<file path="config.mk">
export PLATFORM = sky130hd
export DESIGN_NAME = seq_divider
export DESIGN_NICKNAME = d
export VERILOG_FILES = /design/src/rtl/div_pkg.sv /design/src/rtl/div_step.sv /design/src/rtl/seq_divider.sv
export SDC_FILE = /design/constraint.sdc
export NUM_CORES = 1
export LEC_CHECK = 0
export ABC_AREA = 1
export CORE_ASPECT_RATIO = 0.8
export CORE_MARGIN = 3
export CORE_UTILIZATION = 35
export CTS_CLUSTER_SIZE = 10
export DETAILED_ROUTE_END_ITERATION = 10
export GPL_TIMING_DRIVEN = 0
export MAX_ROUTING_LAYER = met4
export PLACE_DENSITY = 0.56
export RECOVER_POWER = 25
export SYNTH_ARGS = -nofsm -noshare
export SYNTH_HDL_FRONTEND = slang
export SYNTH_SLANG_ARGS = --single-unit
export TNS_END_PERCENT = 100
</file>
<file path="constraint.sdc">
create_clock -name clk -period 2.15 [get_ports clk]
set_clock_uncertainty 0.15 [all_clocks]
set_input_delay 0.43 -clock clk [delete_from_list [all_inputs] [get_ports clk]]
set_output_delay 0.43 -clock clk [all_outputs]
set_load 0.1 [all_outputs]
</file>
<file path="src/rtl/div_pkg.sv">
// Shared encodings for the sequential RV32 divider: funct3[1:0] operation codes,
// FSM state codes and small operation-decode helpers.
package div_pkg;

  typedef enum logic [1:0] {
    OP_DIV  = 2'b00,
    OP_DIVU = 2'b01,
    OP_REM  = 2'b10,
    OP_REMU = 2'b11
  } op_e;

  typedef enum logic [1:0] {
    S_IDLE = 2'b00,
    S_CALC = 2'b01,
    S_FIX  = 2'b10
  } state_e;

  function automatic logic is_signed_op(input logic [1:0] op);
    return (op == OP_DIV) || (op == OP_REM);
  endfunction

  function automatic logic is_rem_op(input logic [1:0] op);
    return (op == OP_REM) || (op == OP_REMU);
  endfunction

endpackage

</file>
<file path="src/rtl/div_step.sv">
// One restoring-division iteration: shift the next dividend bit into the partial
// remainder and subtract the divisor magnitude when it fits.
module div_step #(
  parameter int N = 32
) (
  input  logic [N:0]   i_rem,
  input  logic         i_quo_msb,
  input  logic [N-1:0] i_divisor,
  output logic [N:0]   o_rem,
  output logic         o_q_bit
);

  logic [N+1:0] w_shift;
  logic [N+1:0] w_diff;

  assign w_shift = {i_rem, i_quo_msb};
  assign w_diff  = w_shift - {2'b00, i_divisor};
  // No borrow out of the widened subtraction means the divisor fits.
  assign o_q_bit = ~w_diff[N+1];
  assign o_rem   = o_q_bit ? w_diff[N:0] : w_shift[N:0];

endmodule

</file>
<file path="src/rtl/seq_divider.sv">
// Multi-cycle restoring divider for RV32M DIV/DIVU/REM/REMU, one quotient bit per clock.
// Optional DIV_FAST_SPECIAL_EN: divide-by-zero and signed overflow bypass the iterations.
module seq_divider
  import div_pkg::*;
#(
  parameter int N = 32
) (
  input  logic         clk,
  input  logic         rst_n,
  input  logic         start,
  input  logic [1:0]   op,
  input  logic [N-1:0] dividend,
  input  logic [N-1:0] divisor,
  input  logic         flush,
  output logic         busy,
  output logic         done,
  output logic [N-1:0] result
);

  localparam int CW = $clog2(N) + 1;

  state_e         r_state;
  logic [CW-1:0]  r_cnt;
  logic [N:0]     r_rem;
  logic [N-1:0]   r_quo;
  logic [N-1:0]   r_b;
  logic [N-1:0]   r_a;
  logic [N-1:0]   r_result;
  logic           r_sign_q;
  logic           r_sign_r;
  logic           r_rem_op;
  logic           r_div0;
  logic           r_ovf;
  logic           r_busy;
  logic           r_done;

  logic           w_signed;
  logic           w_div0;
  logic           w_ovf;
  logic           w_skip;
  logic [N-1:0]   w_a_abs;
  logic [N-1:0]   w_b_abs;
  logic [N:0]     w_rem_next;
  logic           w_q_bit;
  logic [N-1:0]   w_rem_lo;
  logic [N-1:0]   w_quo_fix;
  logic [N-1:0]   w_rem_fix;
  logic [N-1:0]   w_fix_result;

  assign w_signed = is_signed_op(op);
  assign w_div0   = (divisor == {N{1'b0}});
  assign w_ovf    = w_signed && (dividend == {1'b1, {(N-1){1'b0}}}) && (divisor == {N{1'b1}});
  assign w_a_abs  = (w_signed && dividend[N-1]) ? -dividend : dividend;
  assign w_b_abs  = (w_signed && divisor[N-1])  ? -divisor  : divisor;

`ifdef DIV_FAST_SPECIAL_EN
  assign w_skip = w_div0 | w_ovf;
`else
  assign w_skip = 1'b0;
`endif

  div_step #(.N(N)) u_step (
    .i_rem     (r_rem),
    .i_quo_msb (r_quo[N-1]),
    .i_divisor (r_b),
    .o_rem     (w_rem_next),
    .o_q_bit   (w_q_bit)
  );

  assign w_rem_lo  = r_rem[N-1:0];
  assign w_quo_fix = r_sign_q ? -r_quo : r_quo;
  assign w_rem_fix = r_sign_r ? -w_rem_lo : w_rem_lo;

  // Final result selection: RISC-V special cases override the iterated value.
  always_comb begin
    w_fix_result = {N{1'b0}};
    if (r_div0) begin
      w_fix_result = r_rem_op ? r_a : {N{1'b1}};
    end else if (r_ovf) begin
      w_fix_result = r_rem_op ? {N{1'b0}} : r_a;
    end else begin
      w_fix_result = r_rem_op ? w_rem_fix : w_quo_fix;
    end
  end

  // Divider control FSM with datapath registers and registered outputs.
  always_ff @(posedge clk or negedge rst_n) begin
    if (!rst_n) begin
      r_state  <= S_IDLE;
      r_cnt    <= {CW{1'b0}};
      r_rem    <= {(N+1){1'b0}};
      r_quo    <= {N{1'b0}};
      r_b      <= {N{1'b0}};
      r_a      <= {N{1'b0}};
      r_result <= {N{1'b0}};
      r_sign_q <= 1'b0;
      r_sign_r <= 1'b0;
      r_rem_op <= 1'b0;
      r_div0   <= 1'b0;
      r_ovf    <= 1'b0;
      r_busy   <= 1'b0;
      r_done   <= 1'b0;
    end else if (flush) begin
      r_state <= S_IDLE;
      r_busy  <= 1'b0;
      r_done  <= 1'b0;
    end else begin
      case (r_state)
        S_IDLE: begin
          r_done <= 1'b0;
          if (start) begin
            r_a      <= dividend;
            r_quo    <= w_a_abs;
            r_b      <= w_b_abs;
            r_rem    <= {(N+1){1'b0}};
            r_cnt    <= {CW{1'b0}};
            r_sign_q <= w_signed & (dividend[N-1] ^ divisor[N-1]);
            r_sign_r <= w_signed & dividend[N-1];
            r_rem_op <= is_rem_op(op);
            r_div0   <= w_div0;
            r_ovf    <= w_ovf;
            r_busy   <= 1'b1;
            r_state  <= w_skip ? S_FIX : S_CALC;
          end else begin
            r_busy <= 1'b0;
          end
        end
        S_CALC: begin
          r_done <= 1'b0;
          r_rem  <= w_rem_next;
          r_quo  <= {r_quo[N-2:0], w_q_bit};
          r_cnt  <= r_cnt + {{(CW-1){1'b0}}, 1'b1};
          if (r_cnt == CW'(N - 1)) begin
            r_state <= S_FIX;
          end else begin
            r_state <= S_CALC;
          end
        end
        S_FIX: begin
          r_result <= w_fix_result;
          r_done   <= 1'b1;
          r_busy   <= 1'b0;
          r_state  <= S_IDLE;
        end
        default: begin
          r_state <= S_IDLE;
          r_busy  <= 1'b0;
          r_done  <= 1'b0;
        end
      endcase
    end
  end

  assign busy   = r_busy;
  assign done   = r_done;
  assign result = r_result;

endmodule

</file>
Word-level counts from Yosys, hierarchy flattened
Index checks and enable logic that the tools add are counted.

Register bits after elaboration: 176. Input bits: 70. Output and inout bits: 34. Logic and storage cells: 73.

Add/sub/neg operators: 6. Eq/ne operators: 10. Muxes and demuxes: 25. Bitwise operators: 5. Reduce and logical (&&, ||, !) cells: 13.

Operators with widths (count): 32-bit two-way mux (10); 32-bit negator (4); 33-bit two-way mux (2); 33-bit one-hot mux with 2 select lines (1); 32-bit equality test (second input constant) (2); 32-bit one-hot mux with 2 select lines (1); 34-bit by 32-bit subtractor with 34-bit output (1); 32-bit logical NOT (1); 6-bit one-hot mux with 2 select lines (1); 6-bit by 1-bit adder with 6-bit output (second input constant) (1); 2-bit equality test (second input constant) (3); 6-bit by 5-bit equality test with 1-bit output (second input constant) (1); 2-bit two-way mux (3); 6-bit two-way mux (1); 3-bit AND reduction (2); 1-bit logical AND (4); 2-bit logical NOT (2); 1-bit two-way mux (4); 2-bit != test (second input constant) (2); 2-bit one-hot mux with 2 select lines (1); 3-bit != test (second input constant) (1); 1-bit AND (2); 2-bit by 1-bit equality test with 1-bit output (second input constant) (1); 1-bit logical OR (2); other kinds (5) (6).

Longest topological paths before layout
Depth after elaboration: 6. Mapped depth: 18.

Hierarchy
Synthesis repeated with hierarchy kept, for this count alone.

Cell total of the unflattened synthesis: 2450. Area total of the unflattened synthesis: 15030.7 sq um.

By module, submodules not included: seq_divider (instances 1, cells an instance 1729, area each 11586.1 sq um, seq. area each 4404.2 sq um); div_step (instances 1, cells an instance 721, area each 3444.6 sq um, seq. area each 0.0 sq um).

Least setup slack after synthesis
OpenSTA, ideal clock, no wires.

Kind: flip-flop to flip-flop. Start point: register r_rem[23]. End point: register r_quo[0]. Setup time: 0.121 ns. Data arrival time: 1.968 ns. Required time: 1.879 ns. Slack: -0.088 ns. Stages on the path, launching flop included: 13. Path buffers: 1. Clock period less this slack: 2.238 ns. Cells stage by stage: dfrtp_1 -> ha_1 -> a21oi_2 -> inv_2 -> nor2_1 -> a21oi_2 -> nor2_4 -> nand2_4 -> nand2_4 -> nand2_4 -> buf_6 -> o21ai_1 -> nand2_1.

Cells in the longest elaborated chain, start to end: 3.

RTL lines: start: declaration (RTL line seq_divider.sv:24) `logic [N:0] r_rem;`; start signal: assignment (RTL line seq_divider.sv:91) `r_rem <= {(N+1){1'b0}};`; start signal: assignment (RTL line seq_divider.sv:115) `r_rem <= {(N+1){1'b0}};`; start signal: assignment (RTL line seq_divider.sv:130) `r_rem <= w_rem_next;`; 34-bit by 32-bit subtractor with 34-bit output (RTL line div_step.sv:17) `assign w_diff = w_shift - {2'b00, i_divisor};`; 1-bit NOT (RTL line div_step.sv:19) `assign o_q_bit = ~w_diff[N+1];`; 32-bit one-hot mux with 2 select lines (RTL line seq_divider.sv:108) `case (r_state)`; end signal: assignment (RTL line seq_divider.sv:92) `r_quo <= {N{1'b0}};`; end signal: assignment (RTL line seq_divider.sv:113) `r_quo <= w_a_abs;`; end signal: assignment (RTL line seq_divider.sv:131) `r_quo <= {r_quo[N-2:0], w_q_bit};`; end: declaration (RTL line seq_divider.sv:25) `logic [N-1:0] r_quo;`.

Every way passes these cells. A chain may end at the register's enable or synchronous reset.

Worst setup path in the final report
Start point: register r_quo[31]. End point: register r_rem[28].

Cells in the longest elaborated chain, start to end: 3.

RTL lines: 34-bit by 32-bit subtractor with 34-bit output (RTL line div_step.sv:17); 33-bit two-way mux (RTL line div_step.sv:20) `assign o_rem = o_q_bit ? w_diff[N:0] : w_shift[N:0];`; 33-bit one-hot mux with 2 select lines (RTL line seq_divider.sv:108).

Every way passes these cells.

==> results.md <==
- Worst Max-Slew Pin Slew: 993 ps
- Gr usage total: 0.296
- Total Routed Length: 63.8 mm
- Largest net degree at the start of global routing: 111
- Cts bufs inserted: 17
- Clk buf depth: 2
- Min Hold Slack: 166 ps
- Ant diodes: 0
- Min Tclk post-route: 2430 ps
- IO Pins: 104
- Failing checks: negative setup slack
- Syn Area/Cell: 6.12 um^2
- Number of global-route vias before repair: 15700
- Clock Latency Late Sink: 470 ps
- Clock network power share: 0.128
- Sequential share of power: 0.177
- Crit path DAT: 2680 ps
- Setup slack after layout: -283 ps
- Maximum vdd drop: 0.000855 V
- Drt drc: 0
- Hold Violations, Final: 0
- Layout Nets: 2709
- DIE HEIGHT: 188 um
- Depth of the CTS H-tree: 4
- Die width: 233 um
- Detailed Route Iter0 Violations: 1917
- P_sw: 13.8 mW
- Core area: 0.0400 mm^2
- Crit path required time: 2400 ps
- Leakage: 9.81 nW
- Drt pass-1 iters: 6
- Mapped Area: 0.0144 mm^2
- Cells after Synth: 2356
- Register area share after synthesis: 0.306
- CP endpoint kind: flop
- Worst-path clk slew: 70 ps
- Root Buffer Master: clkbuf_16
- Max_slew headroom: 0.338
- Via-to-Cell Ratio: 5.41
- Area growth from synthesis to layout: 40.6%
- Initial antenna violation count: 1
- WS Path Type: reg -> reg
- Status: finished with violations
- Hold Path Class: in -> reg
- Final total power: 27.5 mW
- Most frequent CP cell: nand2_4
- Row count: 65
- Crit share post-route: 1.13
- DR vias: 17000
- Pint: 13.7 mW
- Routed len/inst: 20.3 um
- CTS tree: yes
- Dpl hpwl: 49.4 mm
- Syn Nets: 2465
- Layout cell share with drive strength beyond 1: 0.270
- Cell Chain, Critical Path: inv_4 -> ha_4 -> inv_4 -> fa_2 -> nand3_2 -> nand3_4 -> nand2_2 -> nand2_4 -> nand2_4 -> nand2_4 -> nand3b_1 -> nand2_1 -> nand2_1 -> nand2_2 -> nand2_4 -> nand3_2 -> nand2_1
- Netlist cell types: 47
- Synth warn: 0
- RSZ-0062 raised after global routing: yes
- #FFs+latches synth: 176
- Largest stage delay, worst path: 410 ps
- Placer Congestion: 1.02
- Die Area: 0.0437 mm^2
- Crit-path max FO: 4
- Finish-stage setup viols: 42
- Max_cap viols: 0
- Startpoint Class: flop
- Clk sinks: 176
- Switching Share: 0.502
- Finished Layout Cells: 3147
- Port Buffer Count: 103
- CP max-delay cell: dfrtp_1
- Antenna viol nets, final: 0
- Placed cell count: 2996
- Global route total overflow: 0
- Max-slew violation count: 0
- Global-route wire length before repair: 95.2 mm
- Gate power share: 0.695
- Power per Cell Area: 1360 mW/mm^2
- Starting Density: 0.360
- Fmax: 0.411 GHz
power groups by stage:
stage / Sequential (mW) / Combinational, mW / Clock (mW)
2_1_floorplan: 4.63 / 8.68 / 0
3_3_place_gp: 5.00 / 12.0 / 0
3_5_place_dp: 4.99 / 12.1 / 0
4_1_cts: 4.81 / 16.2 / 3.54
5_1_grt: 4.94 / 20.7 / 3.66
6_report: 4.88 / 19.1 / 3.51
cell usage after synthesis (all sizes together):
master	n	area share
a21boi	1	0.00052
a21oi	114	0.040
a22o	1	0.00061
a31oi	6	0.0026
and3	1	0.00043
buf	21	0.0077
clkbuf	58	0.015
clkinv	1	0.00026
dfrtp	176	0.31
fa	1	0.0014
ha	38	0.033
inv	300	0.078
nand2	789	0.21
nand3	234	0.083
nand3b	13	0.0068
nand4	44	0.019
nor2	213	0.057
nor3	33	0.014
nor4	3	0.0013
o211ai	19	0.0099
o21ai	229	0.080
o21bai	6	0.0034
o221ai	1	0.00061
o22ai	6	0.0026
o31ai	2	0.0020
o41ai	1	0.00061
or2	4	0.0017
xnor2	22	0.013
xor2	19	0.012
area by class of cell:
cell class / instances / area, um^2
fillers: 4062 / 19700
multi-input cells: 1801 / 10600
flip-flops and latches: 176 / 4450
repair buffers: 226 / 2250
inverters: 301 / 1170
well taps: 536 / 671
plain buffers: 77 / 482
clock buffers: 19 / 453
clock inverters: 11 / 178
flip-flops by register name, summed over array words and instances (netlist names):
| signal | cells |
|---|---|
| r_rem | 33 |
| r_rem_op | 1 |
| r_sign_q | 1 |
| r_sign_r | 1 |
| r_div0 | 1 |
| r_b | 32 |
| r_a | 32 |
| busy | 1 |
| r_state | 2 |
| result | 32 |
| r_ovf | 1 |
| r_quo | 32 |
| r_cnt | 6 |
| done | 1 |
metal layers:
| layer | vias up | global-route usage | wire length, um | share of wire |
|---|---|---|---|---|
| met5 | - | - | 0 | 0 |
| met4 | 0 | 0.0547 | 995 | 0.016 |
| met3 | 66 | 0.0974 | 6730 | 0.11 |
| met2 | 726 | 0.392 | 25700 | 0.40 |
| met1 | 8101 | 0.435 | 30400 | 0.48 |
| li1 | 8121 | - | - | - |
through the flow:
step,TNS (ps),setup slack [ps],utilization,instance area [um^2]
6_report,-7730,-283,0.507,20300
3_5_place_dp,-145320,-1290,0.410,16400
3_3_place_gp,-1410250,-7930,0.409,16400
5_1_grt,-20310,-363,0.507,20300
4_1_cts,-6180,-258,0.474,19000
2_1_floorplan,-3.18,-3.18,-,14700
logic make-up after synthesis:
| group | count (synthesis) | share of synthesized area |
|---|---|---|
| flops | 176 | 0.306 |
| compound gates | 386 | 0.143 |
| xor+xnor | 41 | 0.0249 |
| fa+ha+maj | 39 | 0.0344 |
| buf+inv | 380 | 0.101 |
| simple gates | 1334 | 0.391 |
worst max-delay path: cells and delay by family, from the launching register on:
kind          cells  cell delay (ps)
fa+ha+maj         2              510
simple gates     13             1110
buf+inv           2              160
flops             1              410
layout by cell type (no fill, tap or decap), drive strengths merged, types with 2 or more instances in the layout:
cell / n
a21oi: 114
a31oi: 6
buf: 146
bufinv: 4
clkbuf: 73
clkdlybuf4s15: 34
clkdlybuf4s50: 41
clkinv: 2
clkinvlp: 5
dfrtp: 176
dlygate4sd2: 3
dlymetal6s2s: 24
ha: 38
inv: 301
nand2: 790
nand3: 234
nand3b: 13
nand4: 44
nor2: 213
nor3: 33
nor4: 3
o211ai: 19
o21ai: 229
o21bai: 6
o22ai: 6
o31ai: 2
or2: 4
xnor2: 22
xor2: 19
repair_timing:
action	CTS	global route
hold buffers	1	0
setup endpoints to repair	206	142
buffers inserted	77	41
hold endpoints to repair	66	0
pin swaps	78	127
gates cloned	4	1
gates resized for setup	478	315
path summary, 6_finish.rpt:
check	startpoint	to	slack (ps)	cells after the start
worst max-delay path	r_quo[31]$_DFFE_PN0P_	r_rem[28]$_DFFE_PN0P_	-280	17
worst min-delay path	dividend[0]	r_a[0]$_DFFE_PN0P_	170	3
worst max register to register	r_quo[31]$_DFFE_PN0P_	r_rem[28]$_DFFE_PN0P_	-280	17
worst min register to register	result[0]$_DFFE_PN0P_	result[0]$_DFFE_PN0P_	330	2
max in group asynchronous	rst_n	r_b[0]$_DFFE_PN0P_	110	3
min in group asynchronous	rst_n	done$_DFF_PN0_	510	2
Power figures use the tool's default switching activity.
